==> config.mk <==
export PLATFORM = sky130hd
export DESIGN_NAME = reg_file_mem_flat
export DESIGN_NICKNAME = d
export VERILOG_FILES = /design/src/rtl/reg_file_mem_if.sv /design/src/rtl/reg_file_mem.sv /design/src/flat_wrapper.sv
export SDC_FILE = /design/constraint.sdc
export NUM_CORES = 1
export LEC_CHECK = 0
export BUFFER_PORTS_ARGS = -buffer_cell sky130_fd_sc_hd__buf_2
export CORE_ASPECT_RATIO = 0.8
export CORE_MARGIN = 2
export CORE_UTILIZATION = 49
export DETAILED_ROUTE_END_ITERATION = 7
export PLACE_DENSITY = 0.8
export SLEW_MARGIN = 0
export SYNTH_ARGS = -nofsm -noshare
export SYNTH_HDL_FRONTEND = slang
export SYNTH_SLANG_ARGS = --single-unit
==> constraint.sdc <==
create_clock -name CLK -period 1.3 [get_ports CLK]
set_input_delay 0.195 -clock CLK [delete_from_list [all_inputs] [get_ports CLK]]
set_output_delay 0.195 -clock CLK [all_outputs]
set_load 0.03 [all_outputs]
==> src/rtl/reg_file_mem_if.sv <==
// Bus bundle for reg_file_mem: write port, read port, clear request and status.
// The master drives requests and the slave (the memory) returns read data and status.
interface reg_file_mem_if #(
    parameter int unsigned WIDTH  = 3,
    parameter int unsigned ADDR_W = 2
);
    logic              WE;
    logic [ADDR_W-1:0] WADDR;
    logic [WIDTH-1:0]  D;
    logic              RE;
    logic [ADDR_W-1:0] RADDR;
    logic              CLR;
    logic [WIDTH-1:0]  Q;
    logic              QV;
    logic              BUSY;

    modport master (
        output WE, WADDR, D, RE, RADDR, CLR,
        input  Q, QV, BUSY
    );

    modport slave (
        input  WE, WADDR, D, RE, RADDR, CLR,
        output Q, QV, BUSY
    );
endinterface

==> src/rtl/reg_file_mem.sv <==
// Clocked register file: one synchronous write port, one registered read port with a valid strobe,
// write-first bypass, and a hardware sweep that clears every word once per CLR request.
module reg_file_mem #(
    parameter int unsigned WIDTH  = 3,
    parameter int unsigned ADDR_W = 2
) (
    input  logic           CLK,
    input  logic           RST,
    reg_file_mem_if.slave  bus
);
    localparam int unsigned DEPTH = 1 << ADDR_W;

    typedef enum logic {
        IDLE,
        CLEARING
    } state_t;

    state_t            state_q, state_d;
    logic [ADDR_W-1:0] ptr_q, ptr_d;
    logic              busy_q, busy_d;
    logic [WIDTH-1:0]  q_q, q_d;
    logic              qv_q, qv_d;
    logic [WIDTH-1:0]  mem_q [DEPTH];
    logic [WIDTH-1:0]  mem_d [DEPTH];

    always_comb begin
        state_d = state_q;
        ptr_d   = ptr_q;
        busy_d  = busy_q;
        mem_d   = mem_q;
        q_d     = q_q;
        qv_d    = 1'b0;

        case (state_q)
            IDLE: begin
                if (bus.WE) begin
                    mem_d[bus.WADDR] = bus.D;
                end
                if (bus.CLR) begin
                    state_d = CLEARING;
                    busy_d  = 1'b1;
                    ptr_d   = '0;
                end
            end
            CLEARING: begin
                mem_d[ptr_q] = '0;
                ptr_d        = ptr_q + 1'b1;
                if (ptr_q == '1) begin
                    state_d = IDLE;
                    busy_d  = 1'b0;
                end
            end
            default: begin
                state_d = IDLE;
                busy_d  = 1'b0;
            end
        endcase

        // Reading the next-state array gives write-first and clear bypass in one place.
        if (bus.RE) begin
            q_d  = mem_d[bus.RADDR];
            qv_d = 1'b1;
        end
    end

    always_ff @(posedge CLK or posedge RST) begin
        if (RST) begin
            state_q <= IDLE;
            ptr_q   <= '0;
            busy_q  <= 1'b0;
            q_q     <= '0;
            qv_q    <= 1'b0;
            mem_q   <= '{default: '0};
        end else begin
            state_q <= state_d;
            ptr_q   <= ptr_d;
            busy_q  <= busy_d;
            q_q     <= q_d;
            qv_q    <= qv_d;
            mem_q   <= mem_d;
        end
    end

    assign bus.Q    = q_q;
    assign bus.QV   = qv_q;
    assign bus.BUSY = busy_q;
endmodule
==> src/flat_wrapper.sv <==
// flat-port wrapper written by rule: the top's interface ports become plain ports
module reg_file_mem_flat 
#(
    parameter int unsigned WIDTH  = 3,
    parameter int unsigned ADDR_W = 2
)
  (CLK, RST, bus_WE, bus_WADDR, bus_D, bus_RE, bus_RADDR, bus_CLR, bus_Q, bus_QV, bus_BUSY);
  reg_file_mem_if #(.WIDTH(WIDTH), .ADDR_W(ADDR_W)) bus_i ();
  input  logic CLK;
  input  logic RST;
  input wire logic [$bits(bus_i.WE)-1:0] bus_WE;
  input wire logic [$bits(bus_i.WADDR)-1:0] bus_WADDR;
  input wire logic [$bits(bus_i.D)-1:0] bus_D;
  input wire logic [$bits(bus_i.RE)-1:0] bus_RE;
  input wire logic [$bits(bus_i.RADDR)-1:0] bus_RADDR;
  input wire logic [$bits(bus_i.CLR)-1:0] bus_CLR;
  output wire logic [$bits(bus_i.Q)-1:0] bus_Q;
  output wire logic [$bits(bus_i.QV)-1:0] bus_QV;
  output wire logic [$bits(bus_i.BUSY)-1:0] bus_BUSY;
  assign bus_i.WE = bus_WE;
  assign bus_i.WADDR = bus_WADDR;
  assign bus_i.D = bus_D;
  assign bus_i.RE = bus_RE;
  assign bus_i.RADDR = bus_RADDR;
  assign bus_i.CLR = bus_CLR;
  assign bus_Q = bus_i.Q;
  assign bus_QV = bus_i.QV;
  assign bus_BUSY = bus_i.BUSY;
  reg_file_mem #(.WIDTH(WIDTH), .ADDR_W(ADDR_W)) u_core (.CLK(CLK), .RST(RST), .bus(bus_i));
endmodule
**After elaboration in Yosys (flattened, before gate mapping)**

Cells that the tools add are included.

- Flip-flop bits (word level): 20
- Bits of input ports: 12
- Output and inout port bits: 5
- Word-level logic and storage cells: 46

- $add $sub $neg: 1
- $lt $le $gt $ge: 5
- Equality and inequality tests: 3
- Muxes and demuxes: 19
- Bitwise logic cells: 6
- Reduce and logical (&&, ||, !) cells: 3

Operators by type and width:

| operator | number |
|---|---|
| one-hot mux 12 bit (2 select lines) | 1 |
| AND 12 bit | 1 |
| bitwise mux 12 bit | 1 |
| demux 3 bit (select 2 bit) | 2 |
| two-way mux 12 bit | 1 |
| two-way mux 3 bit | 4 |
| NOT 12 bit | 1 |
| >= comparator 3 bit, second input constant | 3 |
| NOT 2 -> 3 bit | 3 |
| binary-select mux 3 bit (select 2 bit) | 1 |
| less-than comparator 3 x 1 -> 1 bit, second input constant | 2 |
| two-way mux 1 bit | 5 |
| != test 2 bit, second input constant | 2 |
| one-hot mux 1 bit (2 select lines) | 2 |
| one-hot mux 2 bit (2 select lines) | 1 |
| adder 2 x 1 -> 2 bit, second input constant | 1 |
| equality test 2 bit, second input constant | 1 |
| logical AND 1 bit | 2 |
| two-way mux 2 bit | 1 |
| AND reduction 2 bit | 1 |
| NOT 1 bit | 1 |

**Depth between registers and ports, before layout**

Gate-level depths: netlist (run 1).

- Depth after elaboration: 11
- Depth in mapped cells: 7
- Gate-level depth less buffers: 7

**Worst setup path after synthesis (run 1)**

OpenSTA, ideal clock, no wires.

- Kind: flip-flop to flip-flop
- From: register u_core.ptr_q[0]
- To: register u_core.q_q[1] (netlist: u_core.bus.Q[1])
- Library setup time: 0.126 ns
- Arrival time: 1.237 ns
- Required time: 1.174 ns
- Slack: -0.063 ns
- Stages on the path, launching flop included: 8
- Buffers on the path: 0
- Clock period less this slack: 1.363 ns
- Cell sequence: dfrtp_1 > inv_1 > ha_1 > nand2b_1 > a21oi_1 > a32oi_1 > o32ai_1 > a221o_1

- Cells in the longest elaborated chain, start to end: 11
- Elaborated cells between the ends (all ways): 12
- Classes of those cells: order compare (2); mux (6); bitwise (3); reduce/logical (1)

Ends and longest elaborated chain:

| item | RTL line | text |
|---|---|---|
| from (decl) | reg_file_mem.sv:19 | `logic [ADDR_W-1:0] ptr_q, ptr_d;` |
| from (signal assigned) | reg_file_mem.sv:76 | `ptr_q <= ptr_d;` |
| NOT 2 -> 3 bit (implied by the code) (*) | reg_file_mem.sv:46 | `mem_d[ptr_q] = '0;` |
| >= comparator 3 bit (implied by the code) or less-than comparator 3 x 1 -> 1 bit (tied branches) | reg_file_mem.sv:46 |  |
| logical AND 1 bit (implied by the code) | reg_file_mem.sv:46 |  |
| two-way mux 3 bit (implied by the code) | reg_file_mem.sv:46 |  |
| demux 3 bit (select 2 bit) (*) | reg_file_mem.sv:46 |  |
| NOT 12 bit (no line) (*) | n/a |  |
| AND 12 bit (no line) (*) | n/a |  |
| one-hot mux 12 bit (2 select lines) (*) | reg_file_mem.sv:34 | `case (state_q)` |
| binary-select mux 3 bit (select 2 bit) (*) | reg_file_mem.sv:61 | `q_d = mem_d[bus.RADDR];` |
| two-way mux 3 bit (implied by the code) (*) (2 in a row) | reg_file_mem.sv:61 |  |
| to (signal assigned) | reg_file_mem.sv:78 | `q_q <= q_d;` |
| to (decl) | reg_file_mem.sv:21 | `logic [WIDTH-1:0] q_q, q_d;` |

Mark *: on every way between the ends. The rest lies on a longest branch, timed or not. The select of a mux whose other input is x is not followed.
A chain may end at the register's enable or synchronous reset.

**Final worst setup path (run 1)**

Ends and elaborated chain as after synthesis.

==> flow_metrics.env, run 1 <==
export IMPL_drt_first_iter_violations=57
export IMPL_reg2reg_slack_ps=-150
export IMPL_status="finished, violations left"
export IMPL_synth_compound_area_frac=0.156
export IMPL_timing_final_max_slew_violations=0
export IMPL_synth_common_cells="dfrtp_1 (20), nand2_1 (18), inv_1 (12)"
export IMPL_start_util=0.510
export IMPL_path_clk_slew_ps=110
export IMPL_synthesis_nets=128
export IMPL_yosys_area_share_simple=0.216
export IMPL_reg2reg_depth=7
export IMPL_netlist_area_um2=1080
export IMPL_place_ws_ps=-133
export IMPL_ir_worst_vdd_mv=1.21
export IMPL_ioPinCount=17
export IMPL_seq_area_frac_synth=0.462
export IMPL_synth_main_ff_cell="dfrtp_1"
export IMPL_grt_ovfl_total=0
export IMPL_synth_top_family_by_area="simple AND/OR/NAND/NOR gates"
export IMPL_coreArea_um2=2120
export IMPL_yosysMostFrequentCell="dfrtp_1"
export IMPL_setup_violations=3
export IMPL_slowest_stage="dfrtp_2"
export IMPL_fmax_mhz=690
export IMPL_grt_pass1_vias=917
export IMPL_place_area_um2=1280
export IMPL_rsz0062_at_grt="yes"
export IMPL_antenna_found_initial=0
export IMPL_startpoint="u_core.ptr_q[0]"
export IMPL_cap_violations=0
export IMPL_period_minus_slack_ps=1450
export IMPL_drive_gt1_frac=0.438
export IMPL_synth_area_leader_cell="dfrtp_1"
export IMPL_critical_path_startpoint_type="flop"
export IMPL_r2r_start="u_core.ptr_q[0]"
export IMPL_std_cell_rows=15
export IMPL_routed_wl_mm=2.57
export IMPL_drt_pre_antenna_iters=4
export IMPL_r2r_end="u_core.bus.Q[1]"
export IMPL_synth_mux_area_frac=0.0566
export IMPL_chipHeight_um=46.0
export IMPL_design_area_um2=1430
export IMPL_hpwl_mm=1.85
export IMPL_avgSynthCellArea_um2=9.66
export IMPL_fin_cells=169
export IMPL_wl_per_cell_um=15.2
export IMPL_synth_warnings=0
export IMPL_synth_area_leaders="dfrtp_1 (46%), nand2_1 (6.2%), ha_1 (4.6%), mux2i_1 (4.6%), inv_1 (4.2%)"
export IMPL_busiest_layer="met2"
export IMPL_antennaDiodeCount=0
export IMPL_avgViaCountPerCell=5.44
export IMPL_crit_arrival_ps=1650
export IMPL_ys_types=36
export IMPL_hp_class="primary input to flop"
export IMPL_synth_xor_area_frac=0.00809
export IMPL_endpoint="u_core.bus.Q[1]"
export IMPL_die_x_um=56.5
export IMPL_drt_antenna_violating_nets=0
export IMPL_critPathKind="flop to flop"
export IMPL_port_buffers=16
export IMPL_clock_skew_ps=8.21
export IMPL_drc=0
export IMPL_async_reset_ff_frac=1.00
export IMPL_die_area_um2=2600
export IMPL_gp_congestion=0.867
export IMPL_ys_seq_elements=20
export IMPL_worstPathMaxFanout=4
export IMPL_vias=920
export IMPL_finalSetupTns_ps=-279
export IMPL_power_density_nw_per_um2=1890
export IMPL_grt_pass1_wl_mm=3.99
export IMPL_cts_tree="yes"
export IMPL_worst_slew_pin_slew_ps=468
export IMPL_met1_usage=0.250
export IMPL_nets=161
export IMPL_relSlewSlack=0.687
export IMPL_synthAdderAreaFrac=0.0462
export IMPL_period_share=1.11
export IMPL_failed_checks="negative setup slack"
export IMPL_cts_root_buffer="clkbuf_4"
export IMPL_clkLatencyLatePin_ps=310
export IMPL_crit_path_end_kind="flop"
export IMPL_use_met3=0.0767
export IMPL_clock_sinks=20
export IMPL_clk_path_buf_depth=2
export IMPL_post_route_util=0.675
export IMPL_path_cells="inv_2, ha_4, nand2b_4, a21oi_2, a32oi_1, o32ai_1, a221o_1"
export IMPL_synth_enable_flop_cells=0
export IMPL_netlist_area_leader_share=0.462
export IMPL_h_tree_depth=1
export IMPL_synthCells=112
export IMPL_critPathMaxStageDelay_ps=460
export IMPL_grt_max_degree=21
export IMPL_leakage_nw=0.691
export IMPL_syn_to_final_growth_pct=32.3
export IMPL_hold_violations=0
export IMPL_numCtsBuffers=3
export IMPL_grtUsageTotal=0.212
export IMPL_use_met2=0.353
export IMPL_setup_slack_ps=-149
export IMPL_required_ps=1500
export IMPL_dp_cells=163
[metrics by stage]
stage                     power [W]  hold WS [ps]
after floorplan             0.00165           159
after global placement      0.00201           227
after detailed placement    0.00206           232
after CTS                   0.00264          77.1
after global routing        0.00288          66.9
final                       0.00270          86.1
[critical path, delay by kind of cell, from the launching register on]
family | cells | cell delay, ps
AOI/OAI and AO/OA | 4 | 540
adders and majority gates | 1 | 130
buffers and inverters | 1 | 90
DFF | 1 | 460
and+or+nand+nor | 1 | 110
[layout make-up]
cell class                      instances  area [um^2]
Multi-Input combinational cell         77          619
Fill cell                             173          689
Timing Repair Buffer                   31          195
Sequential cell                        20          504
Clock buffer                            4         36.3
Tap cell                               25         31.3
Inverter                               12         45.0
[sequential cells by signal, summed over array words and instances, names as in the netlist]
signal / count
u_core.state_q: 1
u_core.bus.Q: 3
u_core.bus.QV: 1
u_core.mem_q: 12
u_core.bus.BUSY: 1
u_core.ptr_q: 2
[metal layers]
layer	share of wire	vias up
met5	0	-
met3	0.054	6
met4	0.014	0
met1	0.44	434
met2	0.49	28
li1	-	452
[placed cells by master (no fill, tap or decap), types with 2 or more instances in the layout]
cell       count
ha_4           3
nand2_2        3
nand2_1       16
nand3_1        4
o2111ai_1      2
o21ai_1        2
o21ai_0        4
o21ai_2        7
buf_4         14
buf_2         16
mux2i_1        5
dfrtp_2        3
dfrtp_1       17
clkbuf_4       3
nor2_1         4
inv_1         10
nand4_1        2
inv_2          2
[how the worst min path moves through the flow]
stage                                  to  cells past startpoint    from  slack (ps)
final                       u_core.bus.QV                      1  bus_RE          90
after global placement    u_core.mem_q[5]                      3     RST         230
after detailed placement  u_core.mem_q[5]                      3     RST         230
after CTS                   u_core.bus.QV                      1  bus_RE          80
after global routing        u_core.bus.QV                      1  bus_RE          70
after floorplan           u_core.bus.BUSY                      1     RST         160
[cells by family (layout without fill, tap and decap cells)]
| logic type | Yosys count | count (layout) |
|---|---|---|
| and+or+nand+nor | 41 | 41 |
| AOI/OAI and AO/OA | 25 | 25 |
| DFF | 20 | 20 |
| buffers and inverters | 15 | 47 |
| muxes | 6 | 6 |
| adders and majority gates | 4 | 4 |
| xor gates and xnor gates | 1 | 1 |
[where the power goes]
part	leakage [nW]	switching [W]	internal [W]	total (W)
sequential	0.259	0.000200	0.000856	0.00106
clock	0.0210	0.000193	0.000171	0.000364
combinational	0.411	0.000679	0.000604	0.00128
total	0.691	0.00107	0.00163	0.00270
[what timing repair did]
action | 4_1_cts | 5_1_grt
pin swaps | 6 | 3
cloned | 0 | 0
hold endpoints to repair | 20 | 0
hold buffers | 1 | 0
setup buffers | 1 | 0
gates resized for setup | 22 | 7
setup endpoints to repair | 5 | 5
No activity file was read; power rests on OpenSTA's default activity.
==> inputs of run 2 (changes only) <==
--- a/config.mk
+++ b/config.mk
@@ -8,9 +8,11 @@
 export BUFFER_PORTS_ARGS = -buffer_cell sky130_fd_sc_hd__buf_2
 export CORE_ASPECT_RATIO = 0.8
 export CORE_MARGIN = 2
-export CORE_UTILIZATION = 49
+export CORE_UTILIZATION = 35
 export DETAILED_ROUTE_END_ITERATION = 7
-export PLACE_DENSITY = 0.8
+export GPL_TIMING_DRIVEN = 0
+export HOLD_SLACK_MARGIN = 0.15
+export PLACE_DENSITY = 0.63
 export SLEW_MARGIN = 0
 export SYNTH_ARGS = -nofsm -noshare
 export SYNTH_HDL_FRONTEND = slang
==> run 2 against run 1 <==
Critical path depth did not move. Via count down 4.5%. Final area is 5.2% lower. Sequential power decreased by 6%. Clock power increased by 8.5%. Clock-buffer cell count shrank 1. Clock skew shrank 5.6 ps. Setup slack got worse by 6.6 ps. The run still ends with negative setup slack left. Flip-flop and latch count is the same. Largest cell class unchanged.
==> flow_metrics.env, run 2 (synthesis gave the netlist of run 1 again) <==
export IMPL_status="finished, violations left"
export IMPL_failed_checks="negative setup slack"
export IMPL_cts_root_buffer="clkbuf_8"
export IMPL_hpwl_mm=1.82
export IMPL_required_ps=1440
export IMPL_ioPinCount=17
export IMPL_drc=0
export IMPL_power_total_w=0.00248
export IMPL_syn_to_final_growth_pct=25.3
export IMPL_clock_skew_ps=2.57
export IMPL_period_share=1.12
export IMPL_finalSetupTns_ps=-323
export IMPL_use_met3=0.0439
export IMPL_wl_per_cell_um=13.5
export IMPL_die_area_um2=3560
export IMPL_critical_path_startpoint_type="flop"
export IMPL_p_int_w=0.00152
export IMPL_place_area_um2=1210
export IMPL_critPathBufInv=1
export IMPL_clkPwrFrac=0.159
export IMPL_numCtsBuffers=3
export IMPL_pwr_share_seq=0.402
export IMPL_vias=879
export IMPL_drt_antenna_violating_nets=0
export IMPL_layout_common_cells="dfrtp_1 (19), nand2_1 (18), buf_2 (15), inv_1 (10)"
export IMPL_gp_congestion=0.771
export IMPL_busiest_layer="met2"
export IMPL_ir_worst_vdd_mv=0.904
export IMPL_grt_max_degree=21
export IMPL_grtUsageTotal=0.158
export IMPL_clock_sinks=20
export IMPL_design_area_um2=1360
export IMPL_setup_violations=3
export IMPL_period_minus_slack_ps=1460
export IMPL_grt_pass1_vias=875
export IMPL_h_tree_depth=1
export IMPL_final_common_cell="dfrtp_1"
export IMPL_critPathKind="flop to flop"
export IMPL_coreArea_um2=3020
export IMPL_pwr_share_comb=0.439
export IMPL_die_x_um=66.2
export IMPL_largest_reg_flops=12
export IMPL_antenna_found_initial=0
export IMPL_rsz0062_at_grt="yes"
export IMPL_chipHeight_um=53.7
export IMPL_port_buffers=15
export IMPL_critPathMaxStageDelay_ps=410
export IMPL_relSlewSlack=0.670
export IMPL_cap_violations=0
export IMPL_grt_pass1_wl_mm=4.08
export IMPL_drive_gt1_frac=0.338
export IMPL_hp_class="primary input to flop"
export IMPL_post_route_util=0.449
export IMPL_path_clk_slew_ps=70
export IMPL_timing_final_max_slew_violations=0
export IMPL_path_cells="inv_2, ha_4, nand2b_4, a21oi_2, a32oi_1, o32ai_1, a221o_1"
export IMPL_place_ws_ps=-249
export IMPL_clk_path_buf_depth=2
export IMPL_drt_first_iter_violations=6
export IMPL_slowest_stage="dfrtp_1"
export IMPL_crit_path_end_kind="flop"
export IMPL_crit_arrival_ps=1600
export IMPL_crit_family="compound AO/OA/AOI/OAI gates"
export IMPL_grt_ovfl_total=0
export IMPL_drt_pre_antenna_iters=4
export IMPL_swShare=0.388
export IMPL_std_cell_rows=18
export IMPL_avgViaCountPerCell=5.08
export IMPL_fmax_mhz=687
export IMPL_setup_slack_ps=-156
export IMPL_worst_slew_pin_slew_ps=494
export IMPL_start_util=0.359
export IMPL_clkLatencyLatePin_ps=250
export IMPL_cts_tree="yes"
export IMPL_worstPathMaxFanout=3
export IMPL_top_register="u_core.mem_q"
export IMPL_nets=151
export IMPL_met1_usage=0.203
export IMPL_use_met2=0.257
export IMPL_p_sw_w=0.000963
export IMPL_antennaDiodeCount=0
export IMPL_routed_wl_mm=2.34
export IMPL_leakage_nw=0.633
export IMPL_power_density_nw_per_um2=1830
export IMPL_hold_violations=0
## run 2: cell type report
class | instances | area (um^2)
fill | 308 | 1660
buffer | 3 | 18.8
multi-input combinational | 77 | 593
inverter | 12 | 48.8
clock buffer | 3 | 41.3
tap | 40 | 50.0
sequential | 20 | 502
timing repair buffer | 18 | 103
## run 2: power groups by stage
| stage | combinational (W) | clock [W] | sequential [W] |
|---|---|---|---|
| finish | 0.00109 | 0.000395 | 0.000999 |
| global route | 0.00120 | 0.000444 | 0.00103 |
| CTS | 0.00108 | 0.000415 | 0.00100 |
| detailed placement | 0.000918 | 0 | 0.000999 |
| global placement | 0.000892 | 0 | 0.000980 |
| floorplan | 0.000594 | 0 | 0.00106 |
## run 2: worst register-to-register path: stages (launching register included)
cell and delay, ps:
dfrtp_1 410, inv_2 90, ha_4 130, nand2b_4 110, a21oi_2 50, a32oi_1 180, o32ai_1 110, a221o_1 270
## run 2: timing repair
action | 4_1_cts | 5_1_grt
pin swaps | 6 | 2
resized for setup | 17 | 5
buffers inserted | 1 | 0
hold buffers | 2 | 0
endpoints found under the setup margin | 3 | 5
hold endpoints to repair | 21 | 0
## run 2: final timing paths
kind	depth (start not counted)	start	slack (ps)	endpoint
worst max-delay path	7	u_core.ptr_q[0]	-160	u_core.bus.Q[1]
worst min-delay path	3	bus_CLR	190	u_core.state_q
worst max register to register	7	u_core.ptr_q[0]	-160	u_core.bus.Q[1]
worst min register to register	2	u_core.mem_q[10]	500	u_core.mem_q[10]
max in group asynchronous	3	RST	510	u_core.ptr_q[1]
min in group asynchronous	3	RST	490	u_core.mem_q[9]
## run 2: routing by layer
metal,share of wire,vias up
li1,-,439
met1,0.48,417
met2,0.47,18
met3,0.038,5
met4,0.015,0
met5,0,-
## run 2: per-stage QoR
stage,cells,hold slack (ps)
3_5_place_dp,167,372
2_1_floorplan,112,159
3_3_place_gp,167,362
5_1_grt,173,197
6_report,173,192
4_1_cts,173,183
